===== src/rtl/mult_seq_pkg.sv =====
// Shared types for the multiplier operand sequencer: widths, FSM state encoding
// and the queued operand-pair layout.
package mult_seq_pkg;

    localparam int DATA_WIDTH = 8;
    localparam int PROD_WIDTH = 2 * DATA_WIDTH;

    typedef enum logic [2:0] {
        ST_IDLE   = 3'd0,
        ST_LOAD_B = 3'd1,
        ST_LOAD_A = 3'd2,
        ST_WAIT   = 3'd3,
        ST_RESULT = 3'd4
    } state_t;

    typedef struct packed {
        logic [DATA_WIDTH-1:0] a;
        logic [DATA_WIDTH-1:0] b;
    } op_pair_t;

endpackage


===== src/rtl/mult_seq_fifo.sv =====
// Synchronous FIFO for operand pairs. Pointers carry an extra wrap bit so that
// full and empty are distinguished without a separate occupancy counter.
module mult_seq_fifo #(
    parameter int WIDTH = 16,
    parameter int DEPTH = 4
) (
    input  logic             i_clk,
    input  logic             i_rst_n,
    input  logic             push,
    input  logic [WIDTH-1:0] wdata,
    input  logic             pop,
    output logic [WIDTH-1:0] rdata,
    output logic             full,
    output logic             empty
);

    localparam int AW = $clog2(DEPTH);

    logic [AW:0]      wr_ptr_q, wr_ptr_d;
    logic [AW:0]      rd_ptr_q, rd_ptr_d;
    logic [WIDTH-1:0] mem_q [DEPTH];
    logic             wr_en;
    logic             rd_en;

    assign empty = (wr_ptr_q == rd_ptr_q);
    assign full  = (wr_ptr_q[AW] != rd_ptr_q[AW]) &&
                   (wr_ptr_q[AW-1:0] == rd_ptr_q[AW-1:0]);

    // A write into a full FIFO is legal when the head leaves in the same cycle.
    assign wr_en = push && (!full || pop);
    assign rd_en = pop && !empty;
    assign rdata = mem_q[rd_ptr_q[AW-1:0]];

    always_comb begin
        wr_ptr_d = wr_ptr_q;
        rd_ptr_d = rd_ptr_q;
        if (wr_en) wr_ptr_d = wr_ptr_q + 1'b1;
        if (rd_en) rd_ptr_d = rd_ptr_q + 1'b1;
    end

    always_ff @(posedge i_clk or negedge i_rst_n) begin
        if (!i_rst_n) begin
            wr_ptr_q <= '0;
            rd_ptr_q <= '0;
        end else begin
            wr_ptr_q <= wr_ptr_d;
            rd_ptr_q <= rd_ptr_d;
        end
    end

    always_ff @(posedge i_clk) begin
        if (wr_en) mem_q[wr_ptr_q[AW-1:0]] <= wdata;
    end

endmodule


===== src/rtl/mult_operand_sequencer.sv =====
// Feeds queued (A,B) pairs to the shift-add multiplier and returns each product.
// Optional watchdog enabled by defining MULT_SEQ_TIMEOUT_EN.
module mult_operand_sequencer
    import mult_seq_pkg::*;
#(
    parameter int FIFO_DEPTH = 4
`ifdef MULT_SEQ_TIMEOUT_EN
    ,
    parameter int TIMEOUT    = 64
`endif
) (
    input  logic                  i_clk,
    input  logic                  i_rst_n,
    input  logic                  s_valid,
    output logic                  s_ready,
    input  logic [DATA_WIDTH-1:0] s_op_a,
    input  logic [DATA_WIDTH-1:0] s_op_b,
    output logic [DATA_WIDTH-1:0] m_data_input,
    output logic                  m_start,
    input  logic                  m_done,
    input  logic [DATA_WIDTH-1:0] m_acc,
    input  logic [DATA_WIDTH-1:0] m_a_reg,
    output logic                  r_valid,
    input  logic                  r_ready,
    output logic [PROD_WIDTH-1:0] r_product,
    output logic                  r_err,
    output logic                  busy,
    output state_t                dbg_state
);

    // Handshakes: a transfer happens on a rising edge where valid && ready.
    // valid, once raised, holds with stable data until that transfer; ready may
    // change freely and never depends combinationally on the partner's valid.

    state_t                state_q, state_d;
    logic                  start_q, start_d;
    logic [DATA_WIDTH-1:0] data_q, data_d;
    logic [DATA_WIDTH-1:0] a_hold_q, a_hold_d;
    logic                  rvalid_q, rvalid_d;
    logic [PROD_WIDTH-1:0] prod_q, prod_d;
    logic                  err_q, err_d;
    logic                  timeout_hit;

    op_pair_t              fifo_wdata;
    op_pair_t              fifo_head;
    logic                  fifo_push;
    logic                  fifo_pop;
    logic                  fifo_full;
    logic                  fifo_empty;

    assign fifo_wdata = '{a: s_op_a, b: s_op_b};
    assign fifo_push  = s_valid && s_ready;

    mult_seq_fifo #(
        .WIDTH (PROD_WIDTH),
        .DEPTH (FIFO_DEPTH)
    ) u_fifo (
        .i_clk   (i_clk),
        .i_rst_n (i_rst_n),
        .push    (fifo_push),
        .wdata   (fifo_wdata),
        .pop     (fifo_pop),
        .rdata   (fifo_head),
        .full    (fifo_full),
        .empty   (fifo_empty)
    );

`ifdef MULT_SEQ_TIMEOUT_EN
    localparam int CNT_W = $clog2(TIMEOUT + 1);

    logic [CNT_W-1:0] cnt_q, cnt_d;

    // Counts every cycle spent in LOAD_A/WAIT; LOAD_A is cycle 0.
    always_comb begin
        cnt_d = '0;
        if (state_q == ST_LOAD_A || state_q == ST_WAIT) cnt_d = cnt_q + 1'b1;
    end

    always_ff @(posedge i_clk or negedge i_rst_n) begin
        if (!i_rst_n) cnt_q <= '0;
        else          cnt_q <= cnt_d;
    end

    assign timeout_hit = (state_q == ST_WAIT) && (cnt_q == CNT_W'(TIMEOUT - 1));
`else
    assign timeout_hit = 1'b0;
`endif

    always_comb begin
        state_d  = state_q;
        start_d  = 1'b0;
        data_d   = data_q;
        a_hold_d = a_hold_q;
        rvalid_d = rvalid_q;
        prod_d   = prod_q;
        err_d    = err_q;
        fifo_pop = 1'b0;
        case (state_q)
            ST_IDLE: begin
                if (!fifo_empty && !rvalid_q) begin
                    fifo_pop = 1'b1;
                    data_d   = fifo_head.b;
                    a_hold_d = fifo_head.a;
                    start_d  = 1'b1;
                    state_d  = ST_LOAD_B;
                end
            end
            ST_LOAD_B: begin
                data_d  = a_hold_q;
                state_d = ST_LOAD_A;
            end
            ST_LOAD_A: begin
                state_d = ST_WAIT;
            end
            ST_WAIT: begin
                if (m_done) begin
                    prod_d   = {m_acc, m_a_reg};
                    err_d    = 1'b0;
                    rvalid_d = 1'b1;
                    state_d  = ST_RESULT;
                end else if (timeout_hit) begin
                    prod_d   = '0;
                    err_d    = 1'b1;
                    rvalid_d = 1'b1;
                    state_d  = ST_RESULT;
                end
            end
            ST_RESULT: begin
                if (r_ready) begin
                    rvalid_d = 1'b0;
                    err_d    = 1'b0;
                    state_d  = ST_IDLE;
                end
            end
            default: state_d = ST_IDLE;
        endcase
    end

    always_ff @(posedge i_clk or negedge i_rst_n) begin
        if (!i_rst_n) begin
            state_q  <= ST_IDLE;
            start_q  <= 1'b0;
            data_q   <= '0;
            a_hold_q <= '0;
            rvalid_q <= 1'b0;
            prod_q   <= '0;
            err_q    <= 1'b0;
        end else begin
            state_q  <= state_d;
            start_q  <= start_d;
            data_q   <= data_d;
            a_hold_q <= a_hold_d;
            rvalid_q <= rvalid_d;
            prod_q   <= prod_d;
            err_q    <= err_d;
        end
    end

    assign s_ready      = !fifo_full;
    assign m_start      = start_q;
    assign m_data_input = data_q;
    assign r_valid      = rvalid_q;
    assign r_product    = prod_q;
    assign r_err        = err_q;
    assign busy         = (state_q != ST_IDLE);
    assign dbg_state    = state_q;

endmodule


===== config.mk =====
export PLATFORM = sky130hd
export DESIGN_NAME = mult_operand_sequencer
export DESIGN_NICKNAME = d
export VERILOG_FILES = /design/src/rtl/mult_seq_pkg.sv /design/src/rtl/mult_seq_fifo.sv /design/src/rtl/mult_operand_sequencer.sv
export SDC_FILE = /design/constraint.sdc
export NUM_CORES = 1
export LEC_CHECK = 0
export ABC_AREA = 1
export CAP_MARGIN = 15
export CORE_MARGIN = 2
export CORE_UTILIZATION = 45
export CTS_CLUSTER_SIZE = 8
export DETAILED_ROUTE_END_ITERATION = 12
export PLACE_DENSITY = 0.8
export SETUP_SLACK_MARGIN = 0.2
export SYNTH_ARGS = -nofsm -noshare
export SYNTH_HDL_FRONTEND = slang
export SYNTH_SLANG_ARGS = --single-unit

===== constraint.sdc =====
create_clock -name i_clk -period 6.3 [get_ports i_clk]
set_input_delay 0.945 -clock i_clk [delete_from_list [all_inputs] [get_ports i_clk]]
set_output_delay 0.945 -clock i_clk [all_outputs]
set_load 0.02 [all_outputs]

==> results of run 1 <==
## cell type report
type,instances,share of cell area
clock inverters,6,0.0165
clock buffers,10,0.0237
repair buffers,71,0.129
flip-flops and latches,107,0.556
inverters,20,0.0144
well taps,133,0.0308
multi-input cells,243,0.230
## worst max-delay path: stages, from the launching register on
cell and delay, ns:
dfrtp_1 1.10, inv_2 0.49, nand2_1 0.16, nand2_1 0.08, nand3_1 0.11, clkdlybuf4s50_1 0.61
## cells in the mapped netlist (all sizes together)
cell	count	area, µm²
nand2	101	392
edfxtp	64	1920
nor2	58	235
dfrtp	43	1080
o21ai	36	180
inv	20	77.6
mux2	16	210
nand3	13	70.1
buf	12	87.6
o22ai	8	50.1
ha	5	62.6
clkbuf	4	16.3
xnor2	2	17.5
a21oi	1	5.00
conb	1	3.75
or2	1	6.26
xor2	1	8.76
## worst paths after layout
kind / start / end / slack, ns
max: u_fifo.rd_ptr_q[0]$_DFFE_PN0P_ / s_ready / 2.44
min: a_hold_q[1]$_DFFE_PN0P_ / a_hold_q[1]$_DFFE_PN0P_ / 0.50
max reg2reg: u_fifo.rd_ptr_q[0]$_DFFE_PN0P_ / m_data_input[0]$_DFFE_PN0P_ / 3.34
min reg2reg: a_hold_q[1]$_DFFE_PN0P_ / a_hold_q[1]$_DFFE_PN0P_ / 0.50
max in group asynchronous: i_rst_n / dbg_state[2]$_DFFE_PN0P_ / 5.00
min in group asynchronous: i_rst_n / m_data_input[0]$_DFFE_PN0P_ / 0.70
## layout by cell type, fill, tap and decap left out, drive strengths merged
master	n
nand2	101
clkdlybuf4s50	66
edfxtp	64
nor2	58
dfrtp	43
o21ai	36
inv	21
mux2	16
nand3	13
clkbuf	10
o22ai	8
ha	5
buf	5
xnor2	2
clkinv	2
bufinv	2
a21oi	1
xor2	1
or2	1
conb	1
clkinvlp	1
## report_power, final
group	internal, mW	switching (mW)
Clock	0.225	0.226
Combinational	0.448	0.615
Sequential	0.977	0.153
## logic make-up after synthesis
group	count (synthesis)	synth area share
fa+ha+maj	5	0.0142
buf+inv	36	0.0410
other cells	1	0.000848
flops	107	0.678
simple gates	173	0.159
xor+xnor	3	0.00595
mux	16	0.0476
compound gates	45	0.0532
## sequential cells by signal, summed over array words and instances, names as in the netlist
signal and flops:
r_product 16, m_start 1, dbg_state 3, u_fifo.mem_q 64, a_hold_q 8, m_data_input 8, u_fifo.wr_ptr_q 3, r_valid 1
u_fifo.rd_ptr_q 3
## metrics by stage
stage | total power [mW] | hold slack (ns) | std cells | util | instance area (µm²)
final | 2.64 | 0.503 | 590 | 0.560 | 5400
after global routing | 2.82 | 0.533 | 590 | 0.560 | 5400
after CTS | 2.66 | 0.496 | 590 | 0.560 | 5400
after detailed placement | 2.21 | 0.474 | 574 | 0.537 | 5180
after global placement | 2.16 | 0.469 | 574 | 0.537 | 5180
after floorplan | 1.83 | 0.449 | 386 | - | 4420
## per-layer routing
layer / share of wire / vias up
met5: 0 / -
met4: 0.021 / 0
met3: 0.056 / 14
met2: 0.47 / 98
met1: 0.45 / 1444
li1: - / 1412
==> impl_metrics.env, run 1 <==
export IMPL_clock_sinks=107
export IMPL_place_ws_ns=2.85
export IMPL_cts_tree="done"
export IMPL_coreArea_mm2=0.00964
export IMPL_worst_slack_ns=2.44
export IMPL_start_util=0.459
export IMPL_grt_ovfl_total=0
export IMPL_drt_first_pass_iters=4
export IMPL_clockBufferDepth=2
export IMPL_rsz0062_at_grt="false"
export IMPL_antenna_left=0
export IMPL_skew_ns=0.00915
export IMPL_syn_area_mm2=0.00442
export IMPL_start_kind="flop"
export IMPL_num_antenna_cells=0
export IMPL_use_met1=0.226
export IMPL_worst_pin_slew_ns=1.12
export IMPL_max_freq_ghz=0.259
export IMPL_ys_seq_elements=107
export IMPL_drtIter0Drc=145
export IMPL_finalCritPeriodShare=0.613
export IMPL_totalWireLength_um=8510
export IMPL_io_buffers=67
export IMPL_required_ns=5.35
export IMPL_gp_congestion=0.797
export IMPL_vias=2968
export IMPL_clk_latency_ns=0.36
export IMPL_tns_ns=0
export IMPL_period_needed_ns=3.86
export IMPL_leakage_nw=2.24
export IMPL_status="completed"
export IMPL_grt_max_degree=44
export IMPL_die_area_mm2=0.0106
export IMPL_regArea_mm2=0.00300
export IMPL_rows=36
export IMPL_syn_to_final_growth_pct=22.0
export IMPL_peakVddDrop_v=0.000190
export IMPL_dieWidth_um=103
export IMPL_r2r_cells=8
export IMPL_min_path_cells=2
export IMPL_yosysSeqAreaShare=0.678
export IMPL_crit_fanout=36
export IMPL_hpwl_um=5690
export IMPL_antenna_found_initial=0
export IMPL_wl_per_cell_um=14.4
export IMPL_crit_arrival_ns=2.92
export IMPL_path_class="reg -> out"
export IMPL_drv_cap=0
export IMPL_fillCellCount=801
export IMPL_via_per_inst=5.03
export IMPL_post_cts_setup_buffer_count=0
export IMPL_grt_use_met2=0.254
export IMPL_root_buffer="clkbuf_8"
export IMPL_critPathCaptureType="output port"
export IMPL_grt_pass1_vias=2775
export IMPL_cts_buffers=9
export IMPL_ioPinCount=69
export IMPL_cts_htree_levels=3
export IMPL_synthCells=386
export IMPL_hp_class="reg -> reg"
export IMPL_finalMaxSlewViolations=0
export IMPL_final_nets=494
export IMPL_syn_nets=428
export IMPL_yosysWarnings=0
export IMPL_synth_distinct_cells=29
export IMPL_grt_busiest_layer="met2"
export IMPL_finalHoldViolations=0
export IMPL_hold_buffers=0
export IMPL_powerDensity_mw_per_mm2=490
export IMPL_grt_pass1_wl_um=13300
export IMPL_cts_clk_slew_worst_paths_ns=0.09
export IMPL_drc=0
export IMPL_syn_avg_cell_area_um2=11.5
export IMPL_grt_util_met3=0.0285
export IMPL_grt_use_total=0.165
export IMPL_slew_headroom=0.250
export IMPL_setup_violations=0
export IMPL_layout_drive_gt1_share=0.105
export IMPL_ctsResizeCount=0
export IMPL_multiInputGateArea_mm2=0.00124
export IMPL_die_h_um=103
(Power assumes the default switching activity.)
==> run 2, diff against run 1 <==
--- a/config.mk
+++ b/config.mk
@@ -11,7 +11,7 @@
 export CORE_UTILIZATION = 45
 export CTS_CLUSTER_SIZE = 8
 export DETAILED_ROUTE_END_ITERATION = 12
-export PLACE_DENSITY = 0.8
+export PLACE_DENSITY = 0.82
 export SETUP_SLACK_MARGIN = 0.2
 export SYNTH_ARGS = -nofsm -noshare
 export SYNTH_HDL_FRONTEND = slang
==> constraint.sdc (replaced) <==
create_clock -name i_clk -period 3.3 [get_ports i_clk]
set_input_delay 0.495 -clock i_clk [delete_from_list [all_inputs] [get_ports i_clk]]
set_output_delay 0.495 -clock i_clk [all_outputs]
set_load 0.02 [all_outputs]
==> impl_metrics.env, run 2 (same netlist as run 1, synthesis figures left out) <==
export IMPL_required_ns=2.80
export IMPL_dieWidth_um=103
export IMPL_final_nets=496
export IMPL_ctsResizeCount=0
export IMPL_slew_headroom=0.388
export IMPL_path_class="reg -> out"
export IMPL_clockBufferDepth=2
export IMPL_peakVddDrop_v=0.000400
export IMPL_cts_clk_slew_worst_paths_ns=0.10
export IMPL_status="completed"
export IMPL_intPower_mw=3.25
export IMPL_finalHoldViolations=0
export IMPL_root_buffer="clkbuf_8"
export IMPL_via_per_inst=4.86
export IMPL_hold_slack_ns=0.257
export IMPL_die_h_um=103
export IMPL_critPathCapture="s_ready"
export IMPL_grt_pass1_wl_um=12900
export IMPL_totalWireLength_um=8300
export IMPL_vias=2875
export IMPL_num_antenna_cells=0
export IMPL_largest_register_ffs=64
export IMPL_wl_per_cell_um=14.0
export IMPL_start_kind="flop"
export IMPL_highest_layer="met4"
export IMPL_grt_use_total=0.160
export IMPL_die_area_mm2=0.0106
export IMPL_worst_pin_slew_ns=0.918
export IMPL_rows=36
export IMPL_wl_met1_um=3510
export IMPL_cts_htree_levels=3
export IMPL_dr_wl_met2_um=4200
export IMPL_fillCellCount=809
export IMPL_start_util=0.459
export IMPL_skew_ns=0.00423
export IMPL_drv_cap=0
export IMPL_clock_sinks=107
export IMPL_r2r_end="m_data_input[1]$_DFFE_PN0P_"
export IMPL_crit_arrival_ns=2.01
export IMPL_comb_power_share=0.410
export IMPL_power_switching_share=0.371
export IMPL_antenna_left=0
export IMPL_drtIter0Drc=220
export IMPL_syn_to_final_growth_pct=23.3
export IMPL_grt_ovfl_total=0
export IMPL_gp_congestion=0.795
export IMPL_seqPwrFrac=0.401
export IMPL_hold_buffers=0
export IMPL_tns_ns=0
export IMPL_max_freq_ghz=0.399
export IMPL_placed_area_mm2=0.00519
export IMPL_finalCritPeriodShare=0.760
export IMPL_clockPowerShare=0.188
export IMPL_setup_violations=0
export IMPL_cts_tree="done"
export IMPL_critPathCaptureType="output port"
export IMPL_fin_area_mm2=0.00545
export IMPL_hp_class="in -> async"
export IMPL_cp_startpoint="u_fifo.rd_ptr_q[0]$_DFFE_PN0P_"
export IMPL_rsz0062_at_grt="false"
export IMPL_ioPinCount=69
export IMPL_hpwl_um=5560
export IMPL_powerDensity_mw_per_mm2=948
export IMPL_final_common_cell="nand2_1"
export IMPL_drt_first_pass_iters=4
export IMPL_clk_latency_ns=0.36
export IMPL_post_cts_setup_buffer_count=0
export IMPL_r2r_cells=8
export IMPL_drc=0
export IMPL_cts_buffers=9
export IMPL_timing_rr_start="u_fifo.rd_ptr_q[0]$_DFFE_PN0P_"
export IMPL_grt_max_degree=44
export IMPL_finalMaxSlewViolations=0
export IMPL_coreArea_mm2=0.00964
export IMPL_final_cell_mix="nand2_1, clkdlybuf4s50_1, edfxtp_1, nor2_1, dfrtp_1"
export IMPL_dr_wl_met3_um=535
export IMPL_leakage_nw=2.27
export IMPL_io_buffers=67
export IMPL_switching_power_mw=1.91
export IMPL_r2r_slack_ns=1.29
export IMPL_antenna_found_initial=0
export IMPL_crit_fanout=34
export IMPL_period_needed_ns=2.51
export IMPL_layout_drive_gt1_share=0.111
export IMPL_grt_pass1_vias=2700
run 2: through the flow:
stage	std cells	util	setup WS [ns]	total power [mW]
5_1_grt	592	0.565	0.574	5.51
4_1_cts	592	0.565	0.783	5.21
2_1_floorplan	386	-	1.12	3.49
6_report	592	0.565	0.793	5.17
3_3_place_gp	576	0.539	1.21	4.15
3_5_place_dp	576	0.539	1.19	4.24
run 2: critical path, cell delays in order (launching register included):
cell and delay, ns:
dfrtp_1 0.40, inv_2 0.38, nand2_1 0.09, nand2_1 0.11
nand3_1 0.11, clkdlybuf4s50_1 0.56
run 2: per-layer routing:
metal	vias up	GRT usage
li1	1418	-
met1	1363	0.207
met2	89	0.266
met3	5	0.0434
met4	0	0.0466
met5	-	0
run 2: cell type report:
type	count	area [µm²]	area share
sequential	107	3000	0.550
multi-input combinational	243	1240	0.228
timing repair buffer	73	711	0.130
tap	133	166	0.0305
clock inverter	7	133	0.0243
clock buffer	9	124	0.0227
inverter	20	77.6	0.0142
run 2: power groups by stage:
stage	Clock (mW)	Sequential [mW]	Combinational, mW
after floorplan	0	2.28	1.21
after global placement	0	2.08	2.07
after detailed placement	0	2.11	2.13
after CTS	0.989	2.08	2.14
after global routing	1.04	2.12	2.36
final	0.973	2.07	2.12
run 2: worst min-delay path by stage:
stage,startpoint,end,slack [ns]
after floorplan,i_rst_n,a_hold_q[0]$_DFFE_PN0P_,0.20
after global placement,a_hold_q[7]$_DFFE_PN0P_,a_hold_q[7]$_DFFE_PN0P_,0.47
after detailed placement,a_hold_q[7]$_DFFE_PN0P_,a_hold_q[7]$_DFFE_PN0P_,0.47
after CTS,i_rst_n,m_data_input[1]$_DFFE_PN0P_,0.30
after global routing,i_rst_n,u_fifo.wr_ptr_q[1]$_DFFE_PN0P_,0.34
final,i_rst_n,u_fifo.wr_ptr_q[1]$_DFFE_PN0P_,0.26
==> run 3, diff against run 2 <==
==> constraint.sdc (replaced) <==
create_clock -name i_clk -period 2 [get_ports i_clk]
set_input_delay 0.3 -clock i_clk [delete_from_list [all_inputs] [get_ports i_clk]]
set_output_delay 0.3 -clock i_clk [all_outputs]
set_load 0.02 [all_outputs]
==> impl_metrics.env, run 3 (same netlist as run 1, synthesis figures left out) <==
export IMPL_wl_per_cell_um=15.4
export IMPL_cts_tree="done"
export IMPL_crit_fanout=5
export IMPL_root_buffer="clkbuf_8"
export IMPL_critPathCaptureType="output port"
export IMPL_coreArea_mm2=0.00964
export IMPL_required_ns=1.70
export IMPL_final_cell_mix="nand2_1, edfxtp_1, clkdlybuf4s50_1, nor2_1, dfrtp_1"
export IMPL_critPathBufInv=1
export IMPL_clock_sinks=107
export IMPL_drt_first_pass_iters=4
export IMPL_antenna_found_initial=0
export IMPL_grt_max_degree=34
export IMPL_grt_pass1_vias=2985
export IMPL_finalCritPeriodShare=0.852
export IMPL_syn_to_final_growth_pct=24.2
export IMPL_intPower_mw=5.11
export IMPL_period_needed_ns=1.70
export IMPL_totalWireLength_um=9240
export IMPL_via_per_inst=4.98
export IMPL_slowest_delay_ns=0.63
export IMPL_grt_ovfl_total=0
export IMPL_rsz0062_at_grt="false"
export IMPL_cts_buffers=9
export IMPL_antenna_left=0
export IMPL_power_switching_share=0.392
export IMPL_start_kind="flop"
export IMPL_hp_class="in -> async"
export IMPL_dieWidth_um=103
export IMPL_seqPwrFrac=0.408
export IMPL_cts_htree_levels=3
export IMPL_layout_drive_gt1_share=0.143
export IMPL_die_h_um=103
export IMPL_critPathSlowestCell="clkdlybuf4s50_1"
export IMPL_drv_cap=0
export IMPL_clockPowerShare=0.145
export IMPL_largest_register_ffs=64
export IMPL_switching_power_mw=3.29
export IMPL_clockBufferDepth=2
export IMPL_clk_latency_ns=0.37
export IMPL_path_class="reg -> out"
export IMPL_skew_ns=0.00728
export IMPL_gp_congestion=0.773
export IMPL_status="completed"
export IMPL_die_area_mm2=0.0106
export IMPL_leakage_nw=2.28
export IMPL_cts_clk_slew_worst_paths_ns=0.10
export IMPL_io_buffers=67
export IMPL_ioPinCount=69
export IMPL_max_freq_ghz=0.587
export IMPL_finalMaxSlewViolations=0
export IMPL_drc=0
export IMPL_grt_use_total=0.180
export IMPL_hold_slack_ns=0.360
export IMPL_setup_violations=0
export IMPL_finalHoldViolations=0
export IMPL_final_nets=505
export IMPL_power_mw=8.40
export IMPL_rows=36
export IMPL_comb_power_share=0.448
export IMPL_final_common_cell="nand2_1"
export IMPL_drtIter0Drc=103
export IMPL_start_util=0.459
export IMPL_hpwl_um=6300
export IMPL_grt_pass1_wl_um=14200
export IMPL_crit_arrival_ns=1.40
export IMPL_cp_top_family="buffers and inverters"
export IMPL_peakVddDrop_v=0.000521
export IMPL_cp_cell_sequence="clkdlybuf4s50_1"
export IMPL_powerDensity_mw_per_mm2=1530
export IMPL_num_antenna_cells=0
export IMPL_vias=2993
export IMPL_tns_ns=0
-- run 3: what timing repair did --
action | in CTS | in global routing
setup endpoints to repair | 3 | 3
pin swaps | 0 | 0
endpoints found under the hold margin | 15 | 0
buffers inserted | 1 | 2
resized for setup | 5 | 8
hold buffers | 1 | 0
-- run 3: metal layers --
| layer | track usage | share of wire | up-vias |
|---|---|---|---|
| li1 | - | - | 1442 |
| met5 | 0 | 0 | - |
| met1 | 0.219 | 0.42 | 1444 |
| met3 | 0.0447 | 0.069 | 13 |
| met2 | 0.302 | 0.49 | 94 |
| met4 | 0.0850 | 0.021 | 0 |
-- run 3: per-stage QoR --
stage               setup slack [ns]  instances  utilization  cell area, µm²
finish                         0.296        601        0.570            5490
global route                   0.238        601        0.570            5490
CTS                            0.173        599        0.567            5470
detailed placement             0.311        581        0.548            5280
global placement               0.358        581        0.548            5280
floorplan                     0.0578        386            -            4430
-- run 3: area by class of cell --
cell class                 count  area [µm²]
inverter                      20        77.6
multi-input combinational    243        1270
sequential                   107        3000
timing repair buffer          82         807
tap                          133         166
clock buffer                   9         124
clock inverter                 7        51.3
fill                         807        4150
-- run 3: final timing paths --
path | slack [ns] | depth (start not counted) | to | startpoint
max | 0.30 | 1 | dbg_state[0] | dbg_state[0]$_DFFE_PN0P_
min | 0.36 | 2 | m_data_input[3]$_DFFE_PN0P_ | i_rst_n
max reg2reg | 0.40 | 8 | u_fifo.mem_q[1][13]$_DFFE_PP_ | u_fifo.rd_ptr_q[2]$_DFFE_PN0P_
min reg2reg | 0.50 | 2 | a_hold_q[4]$_DFFE_PN0P_ | a_hold_q[4]$_DFFE_PN0P_
max in group asynchronous | 0.95 | 3 | dbg_state[0]$_DFFE_PN0P_ | i_rst_n
min in group i_clk | 0.50 | 2 | a_hold_q[4]$_DFFE_PN0P_ | a_hold_q[4]$_DFFE_PN0P_
-- run 3: power by group through the flow --
stage	Combinational (mW)	Clock, mW	Sequential [mW]
global route	4.14	1.32	3.50
global placement	3.58	0	3.42
detailed placement	3.70	0	3.48
floorplan	2.02	0	3.76
finish	3.76	1.21	3.43
CTS	3.74	1.23	3.41
